`config.mk`:
```
export PLATFORM = sky130hd
export DESIGN_NAME = sram_like_arbiter
export DESIGN_NICKNAME = d
export VERILOG_FILES = /design/src/rtl/sram_like_arbiter.sv
export SDC_FILE = /design/constraint.sdc
export NUM_CORES = 1
export LEC_CHECK = 0
export ABC_CLOCK_PERIOD_IN_PS = 3100
export CAP_MARGIN = 20
export CORE_AREA = 2 2 113 115
export CTS_BUF_LIST = sky130_fd_sc_hd__clkbuf_4 sky130_fd_sc_hd__clkbuf_8
export CTS_CLUSTER_DIAMETER = 40
export DETAILED_ROUTE_END_ITERATION = 10
export DIE_AREA = 0 0 115 117
export HOLD_SLACK_MARGIN = 0.03
export PLACE_DENSITY = 0.76
export SLEW_MARGIN = 10
export SYNTH_ARGS = -nofsm -noshare
export SYNTH_HDL_FRONTEND = slang
export SYNTH_SLANG_ARGS = --single-unit
```
`constraint.sdc`:
```
create_clock -name clk -period 3.1 [get_ports clk]
set_input_delay 0.62 -clock clk [delete_from_list [all_inputs] [get_ports clk]]
set_output_delay 0.62 -clock clk [all_outputs]
set_load 0.005 [all_outputs]
```
`src/rtl/sram_like_arbiter.sv`:
```
// Merges NUM_CH sram-like masters onto one sram-like slave port and routes each
// in-order slave response back to the channel that issued it, via an ID FIFO.
module sram_like_arbiter #(
    parameter int NUM_CH          = 2,
    parameter int MAX_OUTSTANDING = 4,
    parameter int ADDR_W          = 32,
    parameter int DATA_W          = 32,
    parameter int ARB_MODE        = 0
) (
    input  logic                         clk,
    input  logic                         reset,
    input  logic [NUM_CH-1:0]            m_req,
    input  logic [NUM_CH-1:0]            m_wr,
    input  logic [2*NUM_CH-1:0]          m_size,
    input  logic [DATA_W/8*NUM_CH-1:0]   m_wstrb,
    input  logic [ADDR_W*NUM_CH-1:0]     m_addr,
    input  logic [DATA_W*NUM_CH-1:0]     m_wdata,
    output logic [NUM_CH-1:0]            m_addr_ok,
    output logic [NUM_CH-1:0]            m_data_ok,
    output logic [DATA_W-1:0]            m_rdata,
    output logic                         s_req,
    output logic                         s_wr,
    output logic [1:0]                   s_size,
    output logic [DATA_W/8-1:0]          s_wstrb,
    output logic [ADDR_W-1:0]            s_addr,
    output logic [DATA_W-1:0]            s_wdata,
    input  logic                         s_addr_ok,
    input  logic                         s_data_ok,
    input  logic [DATA_W-1:0]            s_rdata,
    output logic [$clog2(MAX_OUTSTANDING):0] outstanding,
    output logic                         err_unexp
);
    localparam int CH_W   = $clog2(NUM_CH);
    localparam int PTR_W  = $clog2(MAX_OUTSTANDING);
    localparam int STRB_W = DATA_W / 8;

    logic [ADDR_W-1:0] ch_addr  [NUM_CH];
    logic [DATA_W-1:0] ch_wdata [NUM_CH];
    logic [STRB_W-1:0] ch_wstrb [NUM_CH];
    logic [1:0]        ch_size  [NUM_CH];

    genvar gi;
    generate
        for (gi = 0; gi < NUM_CH; gi++) begin : g_unpack
            assign ch_addr[gi]  = m_addr[gi*ADDR_W +: ADDR_W];
            assign ch_wdata[gi] = m_wdata[gi*DATA_W +: DATA_W];
            assign ch_wstrb[gi] = m_wstrb[gi*STRB_W +: STRB_W];
            assign ch_size[gi]  = m_size[gi*2 +: 2];
        end
    endgenerate

    logic [CH_W-1:0]  fifo_mem [MAX_OUTSTANDING];
    logic [PTR_W:0]   wr_ptr_reg, rd_ptr_reg;
    logic             lock_valid_reg;
    logic [CH_W-1:0]  lock_idx_reg;
    logic [CH_W-1:0]  rr_ptr_reg;
    logic             err_unexp_reg;

    logic             fifo_full, fifo_empty, push, pop;
    logic [CH_W-1:0]  head_id;
    logic [NUM_CH-1:0] eligible;
    logic             grant_valid;
    logic [CH_W-1:0]  grant_idx;
    int               idx;

    assign outstanding = wr_ptr_reg - rd_ptr_reg;
    assign fifo_full   = (outstanding == (PTR_W+1)'(MAX_OUTSTANDING));
    assign fifo_empty  = (wr_ptr_reg == rd_ptr_reg);
    assign head_id     = fifo_mem[rd_ptr_reg[PTR_W-1:0]];

    // Reset also masks eligibility so nothing reaches the slave while reset is held.
    always_comb begin
        eligible    = (reset || fifo_full) ? '0 : m_req;
        grant_valid = 1'b0;
        grant_idx   = '0;
        idx         = 0;
        if (lock_valid_reg && eligible[lock_idx_reg]) begin
            grant_valid = 1'b1;
            grant_idx   = lock_idx_reg;
        end else if (ARB_MODE == 0) begin
            for (int k = NUM_CH - 1; k >= 0; k--) begin
                if (eligible[k]) begin
                    grant_valid = 1'b1;
                    grant_idx   = CH_W'(k);
                end
            end
        end else begin
            // Descending scan so the channel nearest the rr pointer is the last writer.
            for (int k = NUM_CH - 1; k >= 0; k--) begin
                idx = (int'(rr_ptr_reg) + k) % NUM_CH;
                if (eligible[idx]) begin
                    grant_valid = 1'b1;
                    grant_idx   = CH_W'(idx);
                end
            end
        end
    end

    assign push    = grant_valid & s_addr_ok;
    assign pop     = s_data_ok & ~fifo_empty;
    assign s_req   = grant_valid;
    assign s_wr    = m_wr[grant_idx];
    assign s_size  = ch_size[grant_idx];
    assign s_wstrb = ch_wstrb[grant_idx];
    assign s_addr  = ch_addr[grant_idx];
    assign s_wdata = ch_wdata[grant_idx];
    assign m_rdata = s_rdata;
    assign err_unexp = err_unexp_reg;

    generate
        for (gi = 0; gi < NUM_CH; gi++) begin : g_resp
            assign m_addr_ok[gi] = push && (grant_idx == CH_W'(gi));
            assign m_data_ok[gi] = pop && (head_id == CH_W'(gi));
        end
    endgenerate

    always_ff @(posedge clk) begin
        if (push)
            fifo_mem[wr_ptr_reg[PTR_W-1:0]] <= grant_idx;
    end

    always_ff @(posedge clk or posedge reset) begin
        if (reset) begin
            wr_ptr_reg     <= '0;
            rd_ptr_reg     <= '0;
            lock_valid_reg <= 1'b0;
            lock_idx_reg   <= '0;
            rr_ptr_reg     <= '0;
            err_unexp_reg  <= 1'b0;
        end else begin
            if (push)
                wr_ptr_reg <= wr_ptr_reg + 1'b1;
            if (pop)
                rd_ptr_reg <= rd_ptr_reg + 1'b1;
            // A presented-but-unaccepted request keeps its channel until accepted or withdrawn.
            lock_valid_reg <= grant_valid & ~s_addr_ok;
            lock_idx_reg   <= grant_idx;
            if (push && ARB_MODE == 1)
                rr_ptr_reg <= (grant_idx == CH_W'(NUM_CH - 1)) ? '0 : grant_idx + 1'b1;
            if (s_data_ok && fifo_empty)
                err_unexp_reg <= 1'b1;
        end
    end
endmodule

```
* Yosys cells after proc, flatten, opt, wreduce, memory -nomap -nowiden
Memories as Yosys holds them, arrays and structs flattened.
Cells that the tools add are included.
** Storage, ports and cells
- Memories :: 1
- Bits in latches :: 0
- Memory bits (writable) :: 4
- Output and inout port bits :: 112
- Flip-flop bits (word level) :: 9
- Bits in read-only memories :: 0
- Input port bits :: 180
** Memories
- fifo_mem :: depth 4, width 1, rd ports 1, clocked after Yosys merged registers in 0, wr ports 1, RTL line 52 : logic [CH_W-1:0] fifo_mem [MAX_OUTSTANDING];
** Operators by class
- Equality and inequality tests :: 2
- Reductions and logical operators :: 7
- Bitwise logic cells :: 8
- Multiply operators :: 0
- Muxes and demuxes :: 24
- Divide/modulo/power cells :: 0
- Add/sub/neg operators :: 3
- $lt $le $gt $ge :: 3
- Shifts and indexed selects :: 0
** Operators by type and width (number)
- $mux W32 :: 6
- $mux W4 :: 3
- $mux W1 :: 11
- $mux W2 :: 4
- $add A3 B1 Y3 const B :: 2
- $logic_and A1 B1 Y1 :: 6
- $lt A1 B2 Y1 const B :: 2
- $not A1 Y1 :: 4
- $and A1 B1 Y1 :: 3
- $eq A3 B3 Y1 :: 1
- $eq A3 B3 Y1 const B :: 1
- $sub A3 B3 Y3 :: 1
- $ge A2 B2 Y1 const B :: 1
- $not A1 Y2 :: 1
- $logic_or A1 B1 Y1 :: 1

* Longest topological paths before layout
Gate-level depths: netlist of the first run.
- Depth in word-level cells :: 12
- Depth in mapped cells :: 9
- Depth with buffers taken out :: 7

* Worst setup path after synthesis of the first run
OpenSTA, ideal clock, no wires.
- Path kind :: register to output
- Start :: register wr_ptr_reg[0]
- End :: output port s_addr[0]
- Data required time :: 2.480 ns
- Path slack :: 0.037 ns
- Buffers on the path :: 2
- Data arrival time :: 2.443 ns
- Stages on the path, launching flop included :: 10
- Cells stage by stage :: dfrtp_1 > inv_1 > ha_1 > fa_1 > xor3_2 > and3_4 > or3_4 > buf_12 > buf_12 > mux2_4
** Between the ends
- Longest elaborated chain between the ends :: 12
** Ends and longest elaborated chain
- start, declared :: RTL line 53 : logic [PTR_W:0] wr_ptr_reg, rd_ptr_reg;
- start signal, assigned :: RTL line 132 : wr_ptr_reg <= wr_ptr_reg + 1'b1;
- $sub A3 B3 Y3 (*) :: RTL line 66 : assign outstanding = wr_ptr_reg - rd_ptr_reg;
- via outstanding[2] :: RTL line 30 : output logic [$clog2(MAX_OUTSTANDING):0] outstanding,
- $eq A3 B3 Y1 (*) :: RTL line 67 : assign fifo_full = (outstanding == (PTR_W+1)'(MAX_OUTSTANDING));
- $logic_or A1 B1 Y1 (*) :: RTL line 73 : eligible = (reset || fifo_full) ? '0 : m_req;
- $mux W2 (*) :: RTL line 73
- $mux W1 (implied by the code) (2 in a row) :: RTL line 77 : if (lock_valid_reg && eligible[lock_idx_reg]) begin
- $logic_and A1 B1 Y1 :: RTL line 77
- $mux W1 (*) :: RTL line 77
- $not A1 Y2 (implied by the code) (*) :: RTL line 105 : assign s_addr = ch_addr[grant_idx];
- $mux W32 (implied by the code) (*) (3 in a row) :: RTL line 105
- end, declared :: RTL line 25 : output logic [ADDR_W-1:0] s_addr,
Mark *: on every way through the listed nets, which the timed path passes. The rest lies on a longest branch. The select of a mux whose other input is x is not followed.

* Worst setup path in the final report of the first run
- Start :: register rd_ptr_reg[0]
- End :: output port s_wdata[22]
** Between the ends
- Longest elaborated chain between the ends :: 12
** Ends and longest elaborated chain
- start, declared :: RTL line 53
- start signal, assigned :: RTL line 134 : rd_ptr_reg <= rd_ptr_reg + 1'b1;
- $sub A3 B3 Y3 (*) :: RTL line 66
- $eq A3 B3 Y1 (*) :: RTL line 67
- $logic_or A1 B1 Y1 (*) :: RTL line 73
- $mux W2 (*) :: RTL line 73
- $mux W1 (implied by the code) (2 in a row) :: RTL line 77
- $logic_and A1 B1 Y1 :: RTL line 77
- $mux W1 (*) :: RTL line 77
- $not A1 Y2 (implied by the code) (*) :: RTL line 106 : assign s_wdata = ch_wdata[grant_idx];
- $mux W32 (implied by the code) (*) (3 in a row) :: RTL line 106
- end, declared :: RTL line 26 : output logic [DATA_W-1:0] s_wdata,
Mark *: on every way between the ends. The rest lies on a longest branch, timed or not. The select of a mux whose other input is x is not followed.

==> reports/qor.txt, run 1 <==
part of the power in registers: 11.9%
status: finished, violations left
synth warn: 0
number of max-cap violations: 0
CP arrival: 2860 ps
first-pass GRT wire length: 13.5 mm
type of origin of the critical path: flip-flop
Yosys cell types: 26
Num CTS Buffers: 3
Tot GR Track Use: 13.4%
Leak Pwr: 2.35 nW
post-synthesis register bit count: 13
minimum clock period: 3480 ps
estimated wirelength of the detail-placed design: 8.13 mm
total number of vias: 2229
Final Cycle Share: 112%
ANT nets after route: 0
wire per inst: 18.1 um
placed cell areas: 4420 um2
Synth-to-Final Area Change: 119%
synth top area cells: mux2_4, buf_4, dfrtp_1
Post-Syn Instances: 171
Clock Power Share: 6.7%
Reg area: 345 um2
met1 wire length: 3.89 mm
layout cells sized above 1: 50.2%
CP Capture Type: primary output
number of global-route vias before repair: 2441
Hold Path Class: reg -> reg
commonest cells after routing, fill and taps aside: clkdlybuf4s50_1, mux2_4, buf_6
Largest register FFs: 4
cell area after synthesis: 2180 um2
DRT Wirelength: 10.1 mm
largest net degree at the start of global routing: 15
Critical Path Fanout Max: 6
Comb pwr share: 81.4%
Worst Slack Setup Final: -376 ps
top-area cell type share of the netlist area: 46.8%
nets: 597
H-Tree Depth: 1
FMAX: 0.288 GHz
maximum vdd drop: 0.497 mV
vias per std cell: 3.99
failing checks: setup timing
WL met3: 995 um
final hold slack: 460 ps
Hold Fails Final Rpt: 0
Chip Height: 117 um
Fillers: 1226
Worst Skew: 3.36 ps
clk root buf: clkbuf_8
most common cell after layout, fill and taps aside: clkdlybuf4s50_1
clk slew on worst S/H paths: 60 ps
Switch Pwr: 0.789 mW
multi-input logic area: 1450 um2
Residual DRC: 0
leading area contributor after synthesis: mux2_4
CTS tree: yes
Final GP Congestion: 0.840
die width: 115 um
RSZ-0062 raised after global routing: true
Max Used Layer: met4
sequential element share of the synthesized area: 15.8%
CP required: 2480 ps
Net Count, Synth: 359
Initial Utilization: 17.7%
Slew Viols, Final: 0
clock sink count: 13
Final Cell Area: 4780 um2
gr ovfl total: 0
Worst-Skew Late Latency: 240 ps
CTS Hold Buffers Added: 0
Setup CP Type: reg -> out
cell-internal power: 1.59 mW
met2 wire len: 5.18 mm
die area: 13500 um2
I/O pin total: 292
Avg Synthesized Cell Area: 12.8 um2
Net Sw Frac: 33.2%
Core ar.: 12300 um2
initial drt markers: 47
Overall Power: 2.38 mW
Buffers on Ports: 227
Final setup viols: 71
Power Dens Cells: 498 nW/um2
Max Root-Sink Buffers: 2
Worst Max-Slew Pin Slew: 386 ps
setup TNS: -19260 ps
DR pass1 iterations: 4
initial antenna violation count: 1
relative slew slack: 74.0%
# rows: 41
layout make-up:
type | count | area share [%]
diodes | 1 | 0.0524
clock buffers | 4 | 1.02
inverters | 9 | 0.707
multi-input cells | 110 | 30.3
flip-flops and latches | 13 | 7.23
well taps | 150 | 3.93
repair buffers | 272 | 56.8
power groups by stage:
stage | Sequential [mW] | Combinational (mW) | Clock (mW)
2_1_floorplan | 0.293 | 0.783 | 0
3_3_place_gp | 0.282 | 1.62 | 0
3_5_place_dp | 0.281 | 1.65 | 0
4_1_cts | 0.283 | 1.89 | 0.161
5_1_grt | 0.287 | 2.08 | 0.171
6_report | 0.282 | 1.94 | 0.159
final timing paths:
kind                               start       endpoint  slack (ps)  cells past startpoint
setup / recovery           rd_ptr_reg[0]    s_wdata[22]        -380                     10
hold / removal                 err_unexp      err_unexp         460                      1
setup reg to reg           rd_ptr_reg[0]    fifo_mem[0]         740                      8
hold reg to reg                err_unexp      err_unexp         460                      1
max in group asynchronous          reset  wr_ptr_reg[0]        2050                      2
min in group asynchronous          reset  wr_ptr_reg[1]         780                      2
layer usage:
layer	GRT usage, %	vias to the layer above
li1	-	1046
met1	14.4	1023
met2	26.2	156
met3	4.43	4
met4	1.61	0
met5	0	-
synth_stat cells:
cell type	count
inv_1	9
dfrtp_1	9
and3_4	1
buf_12	8
xnor2_1	2
xor2_1	3
xor3_2	1
ha_1	7
buf_4	32
o21bai_1	1
mux4_2	1
mux2_2	5
o21ai_0	1
nor2b_1	1
fa_1	1
edfxtp_1	4
a21o_1	1
nand2_1	3
a31oi_1	1
nor2_1	4
nor3_1	1
a21bo_2	1
a21oi_1	1
and3_1	4
or3_4	1
mux2_4	68
metrics by stage:
step           util [%]  setup WS, ps  std cells
4_1_cts            39.5          -492        554
3_3_place_gp       35.9          -404        528
5_1_grt            38.8          -435        559
2_1_floorplan         -          36.7        171
6_report           38.8          -376        559
3_5_place_dp       35.9          -433        528
worst max-delay path, stage by stage (launching register included):
cell     delay, ps
dfrtp_1        420
ha_4           180
fa_2           330
xor3_2         240
and3_4         210
or3_4          430
buf_12         150
buf_12         130
buf_6          110
mux2_4         290
buf_6          130
cells by family (layout without fill, tap and decap cells):
logic type / Yosys count / in the layout / synth area share, %
adder cells (fa/ha/maj): 8 / 8 / 4.93
XOR/XNOR: 6 / 6 / 3.15
AND/OR/NAND/NOR: 15 / 16 / 3.90
other: 0 / 1 / 0
buffers and inverters: 49 / 285 / 19.9
multiplexers: 74 / 74 / 50.4
AO/OA/AOI/OAI: 6 / 6 / 1.89
flip-flops: 13 / 13 / 15.8
what timing repair did:
action / in CTS / in global routing
endpoints found under the setup margin: 74 / 73
pin swaps: 1 / 1
gates resized for setup: 297 / 46
buffers inserted: 18 / 8
cloned: 4 / 2
(Power assumes the default switching activity.)
==> inputs of run 2 (changes only) <==
- HOLD_SLACK_MARGIN: 0.03 -> 0.08
- SLEW_MARGIN: 10 -> unset
==> results of run 2 <==
The final DEF is identical to that of run 1; final timing and power are the same.
